`config.mk`:
```
export PLATFORM = sky130hd
export DESIGN_NAME = seg_dynamic_flat
export DESIGN_NICKNAME = d
export VERILOG_FILES = /design/src/rtl/seg_pkg.sv /design/src/rtl/seg_dynamic_if.sv /design/src/rtl/bcd_8421.sv /design/src/rtl/seg_dynamic.sv /design/src/flat_wrapper.sv
export SDC_FILE = /design/constraint.sdc
export NUM_CORES = 1
export LEC_CHECK = 0
export ABC_AREA = 1
export BUFFER_PORTS_ARGS = -buffer_cell sky130_fd_sc_hd__buf_2
export CAP_MARGIN = 20
export CORE_AREA = 2 2 139 141
export CTS_CLUSTER_SIZE = 28
export DETAILED_ROUTE_END_ITERATION = 8
export DIE_AREA = 0 0 141 143
export PLACE_DENSITY_LB_ADDON = 0.25
export REMOVE_ABC_BUFFERS = 1
export SETUP_SLACK_MARGIN = 0.3
export SYNTH_ARGS = -nofsm -noshare
export SYNTH_HDL_FRONTEND = slang
export SYNTH_SLANG_ARGS = --single-unit
```
`constraint.sdc`:
```
create_clock -name sys_clk -period 1.6 [get_ports sys_clk]
set_input_delay 0.08 -clock sys_clk [delete_from_list [all_inputs] [get_ports sys_clk]]
set_output_delay 0.08 -clock sys_clk [all_outputs]
set_load 0.005 [all_outputs]
```
`src/rtl/seg_pkg.sv`:
```
`default_nettype none
// ============================================================================
// Module   : seg_pkg
// Purpose  : Shared widths, segment codes, converter states and helpers for
//            the dynamic seven-segment display block.
// Revision : 1.0  initial release
// ============================================================================
package seg_pkg;

  localparam int NUM_DIGITS = 6;
  localparam int DATA_W     = 20;
  localparam int BCD_W      = 4 * NUM_DIGITS;

  localparam logic [DATA_W-1:0] DATA_LIMIT = 20'd999_999;

  // Common-anode codes, active low, bit 7 = decimal point
  localparam logic [7:0] SEG_0     = 8'hC0;
  localparam logic [7:0] SEG_1     = 8'hF9;
  localparam logic [7:0] SEG_2     = 8'hA4;
  localparam logic [7:0] SEG_3     = 8'hB0;
  localparam logic [7:0] SEG_4     = 8'h99;
  localparam logic [7:0] SEG_5     = 8'h92;
  localparam logic [7:0] SEG_6     = 8'h82;
  localparam logic [7:0] SEG_7     = 8'hF8;
  localparam logic [7:0] SEG_8     = 8'h80;
  localparam logic [7:0] SEG_9     = 8'h90;
  localparam logic [7:0] SEG_MINUS = 8'hBF;
  localparam logic [7:0] SEG_BLANK = 8'hFF;

  typedef enum logic [1:0] {
    IDLE  = 2'd0,
    SHIFT = 2'd1,
    DONE  = 2'd2
  } cvt_state_t;

  function automatic logic [DATA_W-1:0] clamp_data(input logic [DATA_W-1:0] v);
    return (v > DATA_LIMIT) ? DATA_LIMIT : v;
  endfunction

  function automatic logic [7:0] digit_code(input logic [3:0] d);
    case (d)
      4'd0:    return SEG_0;
      4'd1:    return SEG_1;
      4'd2:    return SEG_2;
      4'd3:    return SEG_3;
      4'd4:    return SEG_4;
      4'd5:    return SEG_5;
      4'd6:    return SEG_6;
      4'd7:    return SEG_7;
      4'd8:    return SEG_8;
      4'd9:    return SEG_9;
      default: return SEG_BLANK;
    endcase
  endfunction

endpackage
`default_nettype wire

```
`src/rtl/seg_dynamic_if.sv`:
```
`default_nettype none
// ============================================================================
// Module   : seg_dynamic_if
// Purpose  : Value/format inputs and scanned display outputs of seg_dynamic.
// Revision : 1.0  initial release
// ============================================================================
interface seg_dynamic_if;
  import seg_pkg::*;

  logic [DATA_W-1:0]     data;
  logic [NUM_DIGITS-1:0] point;
  logic                  seg_en;
  logic                  sign;
  logic [NUM_DIGITS-1:0] sel;
  logic [7:0]            seg;

  modport master (output data, point, seg_en, sign, input  sel, seg);
  modport slave  (input  data, point, seg_en, sign, output sel, seg);

endinterface
`default_nettype wire

```
`src/rtl/bcd_8421.sv`:
```
`default_nettype none
// ============================================================================
// Module   : bcd_8421
// Purpose  : Sequential shift-add-3 binary to 6-digit BCD converter with
//            start/busy/done handshake; input is clamped to 999_999.
// Revision : 1.0  initial release
// ============================================================================
module bcd_8421
  import seg_pkg::*;
(
  input  logic              clk,
  input  logic              rst_n,
  input  logic              i_start,
  input  logic [DATA_W-1:0] i_bin,
  output logic              o_busy,
  output logic              o_done,
  output logic [BCD_W-1:0]  o_bcd
);

  cvt_state_t                r_state;
  cvt_state_t                w_state_nxt;
  logic [BCD_W+DATA_W-1:0]   r_shift;
  logic [BCD_W+DATA_W-1:0]   w_adj;
  logic [4:0]                r_iter;

  always_ff @(posedge clk or negedge rst_n) begin
    if (!rst_n) r_state <= IDLE;
    else        r_state <= w_state_nxt;
  end

  always_comb begin
    w_state_nxt = r_state;
    case (r_state)
      IDLE:    if (i_start) w_state_nxt = SHIFT;
      SHIFT:   if (r_iter == 5'(DATA_W - 1)) w_state_nxt = DONE;
      DONE:    w_state_nxt = IDLE;
      default: w_state_nxt = IDLE;
    endcase
  end

  // Upper BCD_W bits hold the BCD nibbles, lower DATA_W bits the binary being shifted in
  always_comb begin
    w_adj = r_shift;
    for (int i = 0; i < NUM_DIGITS; i++) begin
      if (r_shift[DATA_W+4*i +: 4] >= 4'd5)
        w_adj[DATA_W+4*i +: 4] = r_shift[DATA_W+4*i +: 4] + 4'd3;
    end
  end

  always_ff @(posedge clk or negedge rst_n) begin
    if (!rst_n) begin
      r_shift <= '0;
      r_iter  <= 5'd0;
    end else begin
      case (r_state)
        IDLE: begin
          if (i_start) begin
            r_shift <= {{BCD_W{1'b0}}, clamp_data(i_bin)};
            r_iter  <= 5'd0;
          end
        end
        SHIFT: begin
          r_shift <= {w_adj[BCD_W+DATA_W-2:0], 1'b0};
          r_iter  <= r_iter + 5'd1;
        end
        default: ;
      endcase
    end
  end

  assign o_bcd  = r_shift[BCD_W+DATA_W-1:DATA_W];
  assign o_done = (r_state == DONE);
  assign o_busy = (r_state != IDLE);

endmodule
`default_nettype wire

```
`src/rtl/seg_dynamic.sv`:
```
`default_nettype none
// ============================================================================
// Module   : seg_dynamic
// Purpose  : Six-digit common-anode scan driver: BCD conversion, digit
//            multiplexing, decode, decimal points and minus sign.
//            Optional macro SEG_BLANK_EN: blank leading digits, sign placed
//            just left of the most significant shown digit.
// Revision : 1.0  initial release
// ============================================================================
module seg_dynamic
  import seg_pkg::*;
#(
  parameter logic [15:0] CNT_MAX = 16'd49_999
) (
  input  logic         sys_clk,
  input  logic         sys_rst_n,
  seg_dynamic_if.slave bus
);

  logic                  w_start;
  logic                  w_busy;
  logic                  w_done;
  logic [BCD_W-1:0]      w_bcd;
  logic [DATA_W-1:0]     r_last;
  logic [DATA_W-1:0]     r_pend;
  logic [BCD_W-1:0]      r_digits;
  logic [15:0]           r_cnt;
  logic [2:0]            r_idx;
  logic [NUM_DIGITS-1:0] r_sel;
  logic [7:0]            r_seg;
  logic [3:0]            w_digit;
  logic [7:0]            w_code;

  // r_last holds the raw captured value so an over-range input is not reconverted forever
  assign w_start = !w_busy && (bus.data != r_last);

  bcd_8421 u_bcd (
    .clk     (sys_clk),
    .rst_n   (sys_rst_n),
    .i_start (w_start),
    .i_bin   (bus.data),
    .o_busy  (w_busy),
    .o_done  (w_done),
    .o_bcd   (w_bcd)
  );

  always_ff @(posedge sys_clk or negedge sys_rst_n) begin
    if (!sys_rst_n) begin
      r_pend   <= '0;
      r_last   <= '0;
      r_digits <= '0;
    end else begin
      if (w_start) r_pend <= bus.data;
      if (w_done) begin
        r_digits <= w_bcd;
        r_last   <= r_pend;
      end
    end
  end

  always_ff @(posedge sys_clk or negedge sys_rst_n) begin
    if (!sys_rst_n) begin
      r_cnt <= 16'd0;
      r_idx <= 3'd0;
    end else if (r_cnt == CNT_MAX) begin
      r_cnt <= 16'd0;
      r_idx <= (r_idx == 3'(NUM_DIGITS - 1)) ? 3'd0 : r_idx + 3'd1;
    end else begin
      r_cnt <= r_cnt + 16'd1;
    end
  end

`ifdef SEG_BLANK_EN
  logic [2:0] w_msd;

  always_comb begin
    w_msd = 3'd0;
    for (int k = 0; k < NUM_DIGITS; k++) begin
      if (r_digits[4*k +: 4] != 4'd0 || bus.point[k]) w_msd = 3'(k);
    end
  end
`endif

  always_comb begin
    w_digit = r_digits[4*r_idx +: 4];
    w_code  = digit_code(w_digit);
`ifdef SEG_BLANK_EN
    if (r_idx > w_msd)
      w_code = (bus.sign && r_idx == w_msd + 3'd1) ? SEG_MINUS : SEG_BLANK;
`else
    if (bus.sign && r_idx == 3'(NUM_DIGITS - 1) && w_digit == 4'd0)
      w_code = SEG_MINUS;
`endif
    if (bus.point[r_idx]) w_code[7] = 1'b0;
  end

  always_ff @(posedge sys_clk or negedge sys_rst_n) begin
    if (!sys_rst_n) begin
      r_sel <= '0;
      r_seg <= SEG_BLANK;
    end else if (!bus.seg_en) begin
      r_sel <= '0;
      r_seg <= SEG_BLANK;
    end else begin
      r_sel <= 6'b000001 << r_idx;
      r_seg <= w_code;
    end
  end

  assign bus.sel = r_sel;
  assign bus.seg = r_seg;

endmodule
`default_nettype wire
```
`src/flat_wrapper.sv`:
```
// flat-port wrapper written by rule: the top's interface ports become plain ports
module seg_dynamic_flat import seg_pkg::*;
#(
  parameter logic [15:0] CNT_MAX = 16'd49_999
)
  (sys_clk, sys_rst_n, bus_data, bus_point, bus_seg_en, bus_sign, bus_sel, bus_seg);
  seg_dynamic_if bus_i ();
  input  logic sys_clk;
  input  logic sys_rst_n;
  input wire logic [$bits(bus_i.data)-1:0] bus_data;
  input wire logic [$bits(bus_i.point)-1:0] bus_point;
  input wire logic [$bits(bus_i.seg_en)-1:0] bus_seg_en;
  input wire logic [$bits(bus_i.sign)-1:0] bus_sign;
  output wire logic [$bits(bus_i.sel)-1:0] bus_sel;
  output wire logic [$bits(bus_i.seg)-1:0] bus_seg;
  assign bus_i.data = bus_data;
  assign bus_i.point = bus_point;
  assign bus_i.seg_en = bus_seg_en;
  assign bus_i.sign = bus_sign;
  assign bus_sel = bus_i.sel;
  assign bus_seg = bus_i.seg;
  seg_dynamic #(.CNT_MAX(CNT_MAX)) u_core (.sys_clk(sys_clk), .sys_rst_n(sys_rst_n), .bus(bus_i));
endmodule
```
==> run summary, run 1 <==
Arrival @ worst endpoint -> 2.07 ns
Synth area leaders -> dfrtp_1, nand2_1, o21ai_0
Peak fanout along the critical path -> 6
Num CTS Buffers -> 17
Detailed Place HPWL -> 10,900 um
FF-to-FF Start -> u_core.r_idx[0]
Die width -> 141 um
Area used by multi-input combinational logic -> 0.00415 mm2
Worst-margin pin slew -> 0.515 ns
Clock transition at path regs -> 0.06 ns
RSZ-0062 raised after global routing -> yes
GP Congestion -> 0.824
Pwr dens -> 1060 mW/mm2
DR pass1 iterations -> 5
Register area -> 0.00372 mm2
EDFF count, synth -> 0
CP Launch Type -> flip-flop
First-pass GRT wire length -> 29,500 um
Clk buf depth -> 2
Final Max Slew Viols -> 0
Yosys top cell area share -> 46.6%
Core area -> 0.0186 mm2
Reg-to-reg endpoint -> u_core.bus.seg[5]
Filler cell count -> 1,560
Util after Layout -> 58.3%
Post-route DRC -> 0
Final Hold Fails -> 0
Max H-tree Level -> 4
Failing checks -> negative setup slack
FF-to-FF path depth -> 13
Syn. warnings -> 0
Clk_lat worst skew -> 0.43 ns
TritonCTS clock tree -> built
Post-Synth XOR/XNOR Area -> 1.86%
Reg2Reg Setup Slack -> -0.14 ns
Final Cycle Share -> 109%
Largest net degree at the start of global routing -> 61
Antenna violations before repair -> 0
Dpl ws -> -0.282 ns
Peak supply drop -> 0.000701 V
Nets -> 1,167
WL final -> 18,600 um
Synth Flop Type -> dfrtp_1
Synth Area in Simple Gates -> 26.9%
Max-cap violations -> 0
WP data required -> 1.93 ns
Largest family of logic cells by synthesized area -> simple AND/OR/NAND/NOR gates
CTS root buf -> clkbuf_16
Compound-Gate Fraction of Synth Area -> 9.87%
Worst setup margin -> -0.144 ns
Hold WS -> 0.0748 ns
Critical Path Max Stage Delay -> 0.46 ns
CP cell instances -> inv_2 > nand2_2 > inv_2 > nand2_1 > nand4_1 > nand2_1 > nand2_2 > inv_2 > ha_4 > nand2_4 > nor2_4 > a21oi_4 > nand3_1
Synth area leader -> dfrtp_1
Ant diodes -> 0
Crit Path Class -> flip-flop to flip-flop
Initial Util -> 40.5%
Sequential element share of the synthesized area -> 49.4%
Setup violations, final -> 70
Skew final -> 0.0103 ns
Die Y -> 143 um
Synthesis-stage register bit count -> 148
Port bufs -> 43
Min Tclk post-route -> 1.74 ns
Share of cells above drive strength 1 -> 35.4%
Lkg Pwr -> 5.30 nW
Mux share of post-synthesis cell area -> 0.899%
Adder-cell share of the synthesized area -> 3.33%
Max Fclk -> 0.574 GHz
Total gr overflow -> 0
Worst setup EP type -> flip-flop
GRT Util Overall -> 18.1%
Total negative slack -> -5.23 ns
Post-DR wirelength/cell -> 13.6 um
Routed vias -> 6,721
WHS Path Cells -> 5
CP dominant cell by count -> inv_2
Worst slew margin -> 65.6%
Cell Area, Synth -> 0.00752 mm2
WHS Endpoint -> u_core.u_bcd.r_shift[6]
Distinct cells, synth -> 36
DR iter-0 viols -> 318
Post-DR vias/cell -> 4.93
Worst min path class -> primary input to flip-flop
Final ANT Viol Nets -> 0
Ports -> 44
Syn-to-layout area delta -> 44.0%
Hold Crit Start -> bus_data[6]
Die area -> 0.0202 mm2
TritonCTS Sinks -> 148
Syn_area_per_cell -> 7.85 um2
Vias in the first global route -> 6,423
Post-synth ARST share -> 100%
Cells after synthesis -> 958
Num rows -> 50
Run status -> finished with violations
Slowest CP cell -> dfrtp_2
## kinds of logic after synthesis
| logic type | Yosys count |
|---|---|
| buf+inv | 145 |
| compound gates | 143 |
| mux | 6 |
| simple gates | 480 |
| flops | 148 |
| xor+xnor | 16 |
| fa+ha+maj | 20 |
## worst max path at each step
stage	from	to	slack (ns)	cells after the start
2_1_floorplan	u_core.u_bcd.r_state[1]	u_core.u_bcd.r_shift[10]	-1.15	5
3_3_place_gp	u_core.r_idx[1]	u_core.bus.seg[1]	-0.20	11
3_5_place_dp	u_core.r_idx[1]	u_core.bus.seg[3]	-0.28	11
4_1_cts	u_core.r_idx[0]	u_core.bus.seg[3]	-0.11	13
5_1_grt	u_core.r_idx[0]	u_core.bus.seg[5]	-0.25	13
6_report	u_core.r_idx[0]	u_core.bus.seg[5]	-0.14	13
## cell usage after synthesis, types with 6 or more instances
library cell / number
inv_1: 99
nand2_1: 299
nor2_1: 73
mux2_2: 6
clkbuf_1: 14
inv_2: 10
a21oi_1: 43
buf_2: 13
xor2_1: 11
nand4_1: 6
ha_1: 20
o21ai_0: 88
nand3_2: 10
dfrtp_1: 140
nand3_1: 71
o21bai_1: 7
dfstp_2: 8
## critical path, delay by kind of cell (launching register included)
| family | cells | cell delay, ns |
|---|---|---|
| AOI/OAI and AO/OA | 1 | 0.23 |
| adders and majority gates | 1 | 0.16 |
| buffers and inverters | 3 | 0.24 |
| DFF | 1 | 0.46 |
| and+or+nand+nor | 8 | 0.56 |
## final cells by class
type,instances,area share [%]
clock buffers,18,3.96
clock inverters,14,1.43
multi-input cells,669,38.4
repair buffers,171,15.2
flip-flops and latches,148,34.3
well taps,234,2.70
inverters,110,3.95
## cells in the final DEF, fill, tap and decap left out, types with 35 or more instances in the layout
cell / count
buf_4: 61
nand3_2: 41
nor2_1: 56
nand3_1: 35
inv_1: 90
dfrtp_1: 136
a21oi_1: 38
nand2_2: 43
nand2_1: 235
o21ai_0: 63
buf_2: 43
## sequential cells by signal (all words and copies together) (netlist names)
register	cells
u_core.bus.seg	8
u_core.bus.sel	6
u_core.r_cnt	16
u_core.r_digits	24
u_core.r_idx	3
u_core.r_last	20
u_core.r_pend	20
u_core.u_bcd.r_iter	5
u_core.u_bcd.r_shift	44
u_core.u_bcd.r_state	2
## per-layer routing
metal	up-vias	share of wire, %	wire (um)	global-route usage (%)
met5	-	0	0	0
li1	3382	-	-	-
met3	24	3.6	672	4.26
met1	3182	44	8190	22.7
met2	133	51	9430	31.2
met4	0	1.7	318	5.47
## metrics by stage
stage	power, W	std cells	area [um2]
final	0.0115	1364	10800
after global routing	0.0122	1364	10800
after CTS	0.0112	1348	10100
after detailed placement	0.00692	1255	8370
after global placement	0.00687	1255	8370
after floorplan	0.00610	923	7350
## what timing repair did
action,CTS,global route
pin swaps,31,47
endpoints found under the setup margin,124,122
buffers inserted,29,10
gates resized for setup,148,141
gates cloned,8,6
hold buffers,24,0
hold endpoints to repair,174,0
## report_power, final
part | switching, W | internal, W | total, W
Clock | 0.00164 | 0.00231 | 0.00395
Sequential | 0.000423 | 0.00439 | 0.00481
Combinational | 0.00148 | 0.00122 | 0.00270
Total | 0.00354 | 0.00792 | 0.0115
Note: power is estimated with default switching activity, not from simulation.
==> run 2: changes to the inputs <==
--- a/config.mk
+++ b/config.mk
@@ -5,13 +5,13 @@
 export SDC_FILE = /design/constraint.sdc
 export NUM_CORES = 1
 export LEC_CHECK = 0
-export ABC_AREA = 1
+export ABC_AREA = 0
 export BUFFER_PORTS_ARGS = -buffer_cell sky130_fd_sc_hd__buf_2
 export CAP_MARGIN = 20
-export CORE_AREA = 2 2 139 141
+export CORE_AREA = 2 2 134 136
 export CTS_CLUSTER_SIZE = 28
 export DETAILED_ROUTE_END_ITERATION = 8
-export DIE_AREA = 0 0 141 143
+export DIE_AREA = 0 0 136 138
 export PLACE_DENSITY_LB_ADDON = 0.25
 export REMOVE_ABC_BUFFERS = 1
 export SETUP_SLACK_MARGIN = 0.3
==> run 2 against run 1 <==
  * The run still ends with negative setup slack left
  * Worst hold slack got worse by 0.053 ns
  * First-iteration DRC count decreased by 33%
  * Critical path depth decreased by 4
  * Clock-buffer cell count increased by 1
  * Clock skew decreased by 0.0029 ns
  * Combinational power decreased by 35%
  * Non-clock buffer count increased by 23
  * Setup slack got worse by 0.40 ns
  * Fmax decreased by 18%
  * Design area decreased by 5.2%
  * Register-to-register slack got worse by 0.40 ns
  * Utilization increased by 0.26 points
  * Highest routed layer unchanged
==> run summary, run 2 <==
Run status -> finished with violations
Failing checks -> negative setup slack
Arrival @ worst endpoint -> 2.50 ns (+0.43 ns)
Final Cycle Share -> 134% (+25 points)
Syn-to-layout area delta -> 47.2%
Num rows -> 49 (-2.0%)
Peak supply drop -> 0.000672 V (-4.2%)
Vias in the first global route -> 5,638 (-12%)
Max-cap violations -> 0 (unchanged)
Final ANT Viol Nets -> 0 (unchanged)
Core area -> 0.0175 mm2 (-5.6%)
Pwr dens -> 992 mW/mm2 (-6.3%)
Final Max Slew Viols -> 0 (unchanged)
Peak fanout along the critical path -> 3 (-3)
Clock transition at path regs -> 0.06 ns (about the same)
Syn_area_per_cell -> 11.4 um2 (+45%)
Setup violations, final -> 99 (+41%)
Delay-heaviest family, CP -> simple AND/OR/NAND/NOR gates
Synth area leaders -> dfrtp_1, mux2_2, xnor2_1
Post-DR vias/cell -> 5.18 (+5.2%)
Synthesis-stage register bit count -> 148 (unchanged)
Clock Power Share -> 39.2% (+4.8 points)
Synth Area in Simple Gates -> 10.6% (-16 points)
Synth area leader -> dfrtp_1
Skew final -> 0.00738 ns (-0.00294 ns)
Die Y -> 138 um (-3.5%)
TritonCTS clock tree -> built
Net Switching -> 0.00245 W (-31%)
Util after Layout -> 58.5% (+0.26 points)
EDFF count, synth -> 0 (unchanged)
Final Non-Filler Cells -> 1,039 (-24%)
Total gr overflow -> 0 (unchanged)
Number of flip-flops in the largest register -> 44 (unchanged)
Seq pwr share -> 43.5% (+1.5 points)
Post-DR wirelength/cell -> 16.7 um (+23%)
DR pass1 iterations -> 5 (unchanged)
Largest Register -> u_core.u_bcd.r_shift
Worst-margin pin slew -> 0.553 ns (+0.0377 ns)
Max Fclk -> 0.468 GHz (-18%)
RSZ-0062 raised after global routing -> yes
Final Hold Fails -> 0 (unchanged)
Worst setup EP type -> flip-flop
Commonest non-fill, non-tap cell in the layout -> dfrtp_1
Detailed Place HPWL -> 10,400 um (-4.1%)
Cell Area, Synth -> 0.00697 mm2 (-7.2%)
Distinct cells, synth -> 45 (+25%)
Clk buf depth -> 2 (unchanged)
Largest family of logic cells by synthesized area -> multiplexers
Commonest cells post-synth -> dfrtp_1, mux2_2, nand2_1
Slowest CP cell -> dfrtp_2
CP cell instances -> mux4_2 > a22o_1 > inv_2 > ha_4 > and3_4 > buf_4 > buf_6 > or4_4 > nand4_1
Most frequent cell after synthesis -> dfrtp_1
Clk_lat worst skew -> 0.42 ns (about the same)
Ports -> 44 (unchanged)
Post-Synth XOR/XNOR Area -> 5.78% (+3.9 points)
Initial Util -> 39.8% (-0.68 points)
Ant diodes -> 0 (unchanged)
First-pass GRT wire length -> 27,800 um (-5.8%)
Nets -> 849 (-27%)
CTS root buf -> clkbuf_16
Sw Share -> 24.1% (-6.8 points)
Die area -> 0.0188 mm2 (-6.9%)
Min Tclk post-route -> 2.14 ns (+0.395 ns)
Post-route DRC -> 0 (unchanged)
Port bufs -> 43 (unchanged)
WP data required -> 1.96 ns (+0.03 ns)
CP Launch Type -> flip-flop
Die width -> 136 um (-3.5%)
Mux share of post-synthesis cell area -> 12.5% (+12 points)
Sequential element share of the synthesized area -> 53.2% (+3.8 points)
Worst slew margin -> 63.0% (-2.6 points)
Num CTS Buffers -> 17 (unchanged)
Commonest non-fill, non-tap cells in the layout -> dfrtp_1, buf_4, mux2_4
Syn. warnings -> 0 (unchanged)
Synth Flop Type -> dfrtp_1
DR iter-0 viols -> 214 (-33%)
Routed vias -> 5,387 (-20%)
Largest registers -> u_core.u_bcd.r_shift: 44 flops, u_core.r_digits: 24 flops
Worst setup margin -> -0.539 ns (-0.395 ns)
Hold WS -> 0.0217 ns (-0.0530 ns)
Yosys top cell area share -> 50.2% (+3.6 points)
GRT Util Overall -> 18.7% (+0.58 points)
Cell Count Post-Placement -> 942 (-25%)
Dpl ws -> -0.645 ns (-0.363 ns)
Max H-tree Level -> 4 (unchanged)
TritonCTS Sinks -> 148 (unchanged)
Cells after synthesis -> 612 (-36%)
Lkg Pwr -> 4.73 nW (-11%)
GP Congestion -> 0.810 (-1.6%)
Antenna violations before repair -> 0 (unchanged)
WL final -> 17,400 um (-6.5%)
Post-synth ARST share -> 100% (unchanged)
Combinational share of power -> 17.3% (-6.3 points)
Worst path buffer plus inverter count -> 3 (unchanged)
Critical Path Max Stage Delay -> 0.45 ns (about the same)
Share of cells above drive strength 1 -> 46.3% (+11 points)
Crit Path Class -> flip-flop to flip-flop
Largest net degree at the start of global routing -> 49 (-20%)
Compound-Gate Fraction of Synth Area -> 11.0% (+1.1 points)
Adder-cell share of the synthesized area -> 3.59% (+0.26 points)
Worst min path class -> primary input to flip-flop
Cell-internal power -> 0.00773 W (-2.4%)
==> run 2: through the flow <==
| stage | setup TNS [ns] | total power [W] | area [um2] |
|---|---|---|---|
| after floorplan | -136.38 | 0.00518 | 6860 |
| after global placement | -15.49 | 0.00582 | 8070 |
| after detailed placement | -18.07 | 0.00587 | 8070 |
| after CTS | -20.57 | 0.0101 | 9750 |
| after global routing | -28.74 | 0.0107 | 10300 |
| final | -22.63 | 0.0102 | 10300 |
==> run 2: timing repair <==
| item | in CTS | in global routing |
|---|---|---|
| resized for setup | 152 | 85 |
| pin swaps | 49 | 22 |
| endpoints found under the hold margin | 158 | 0 |
| setup endpoints to repair | 136 | 139 |
| cloned | 9 | 2 |
| hold buffers | 4 | 0 |
| buffers inserted | 42 | 10 |
==> run 2: final timing paths <==
check | start | to | slack (ns) | cells past startpoint
setup / recovery | u_core.r_idx[0] | u_core.bus.seg[6] | -0.54 | 9
hold / removal | bus_point[4] | u_core.bus.seg[7] | 0.02 | 4
setup reg to reg | u_core.r_idx[0] | u_core.bus.seg[6] | -0.54 | 9
hold reg to reg | u_core.r_digits[1] | u_core.r_digits[1] | 0.51 | 1
max in group asynchronous | sys_rst_n | u_core.bus.seg[7] | 0.81 | 3
min in group asynchronous | sys_rst_n | u_core.bus.sel[4] | 0.13 | 2
==> run 2: layer usage <==
layer | vias up | global-route usage, % | routed length [um] | part of all wire (%)
met4 | 0 | 5.76 | 230 | 1.3
met3 | 21 | 4.11 | 538 | 3.1
li1 | 2545 | - | - | -
met1 | 2736 | 23.7 | 7550 | 43
met5 | - | 0 | 0 | 0
met2 | 85 | 31.7 | 9090 | 52
==> run 2: power groups by stage <==
stage / clock network, W / logic (W) / registers [W]
5_1_grt: 0.00424 / 0.00194 / 0.00448
3_5_place_dp: 0 / 0.00140 / 0.00447
2_1_floorplan: 0 / 0.000789 / 0.00440
4_1_cts: 0.00406 / 0.00161 / 0.00442
3_3_place_gp: 0 / 0.00136 / 0.00446
6_report: 0.00399 / 0.00176 / 0.00443
==> run 2: cells by family after synthesis <==
logic type	after synthesis
AND/OR/NAND/NOR	156
AO/OA/AOI/OAI	113
adder cells (fa/ha/maj)	20
XOR/XNOR	46
flip-flops	148
buffers and inverters	56
multiplexers	73
==> run 2: final cells by class <==
class	count	area, um2
Multi-Input combinational cell	408	3710
Sequential cell	148	3720
Timing Repair Buffer	194	1850
Fill cell	1422	7270
Tap cell	229	287
Clock buffer	19	453
Inverter	30	116
Clock inverter	11	135
==> run 2: worst register-to-register path, cell delays in order, from the launching register on <==
cell and delay (ns):
dfrtp_2 0.45, mux4_2 0.34, a22o_1 0.19, inv_2 0.07
ha_4 0.16, and3_4 0.14, buf_4 0.13, buf_6 0.10
or4_4 0.40, nand4_1 0.10
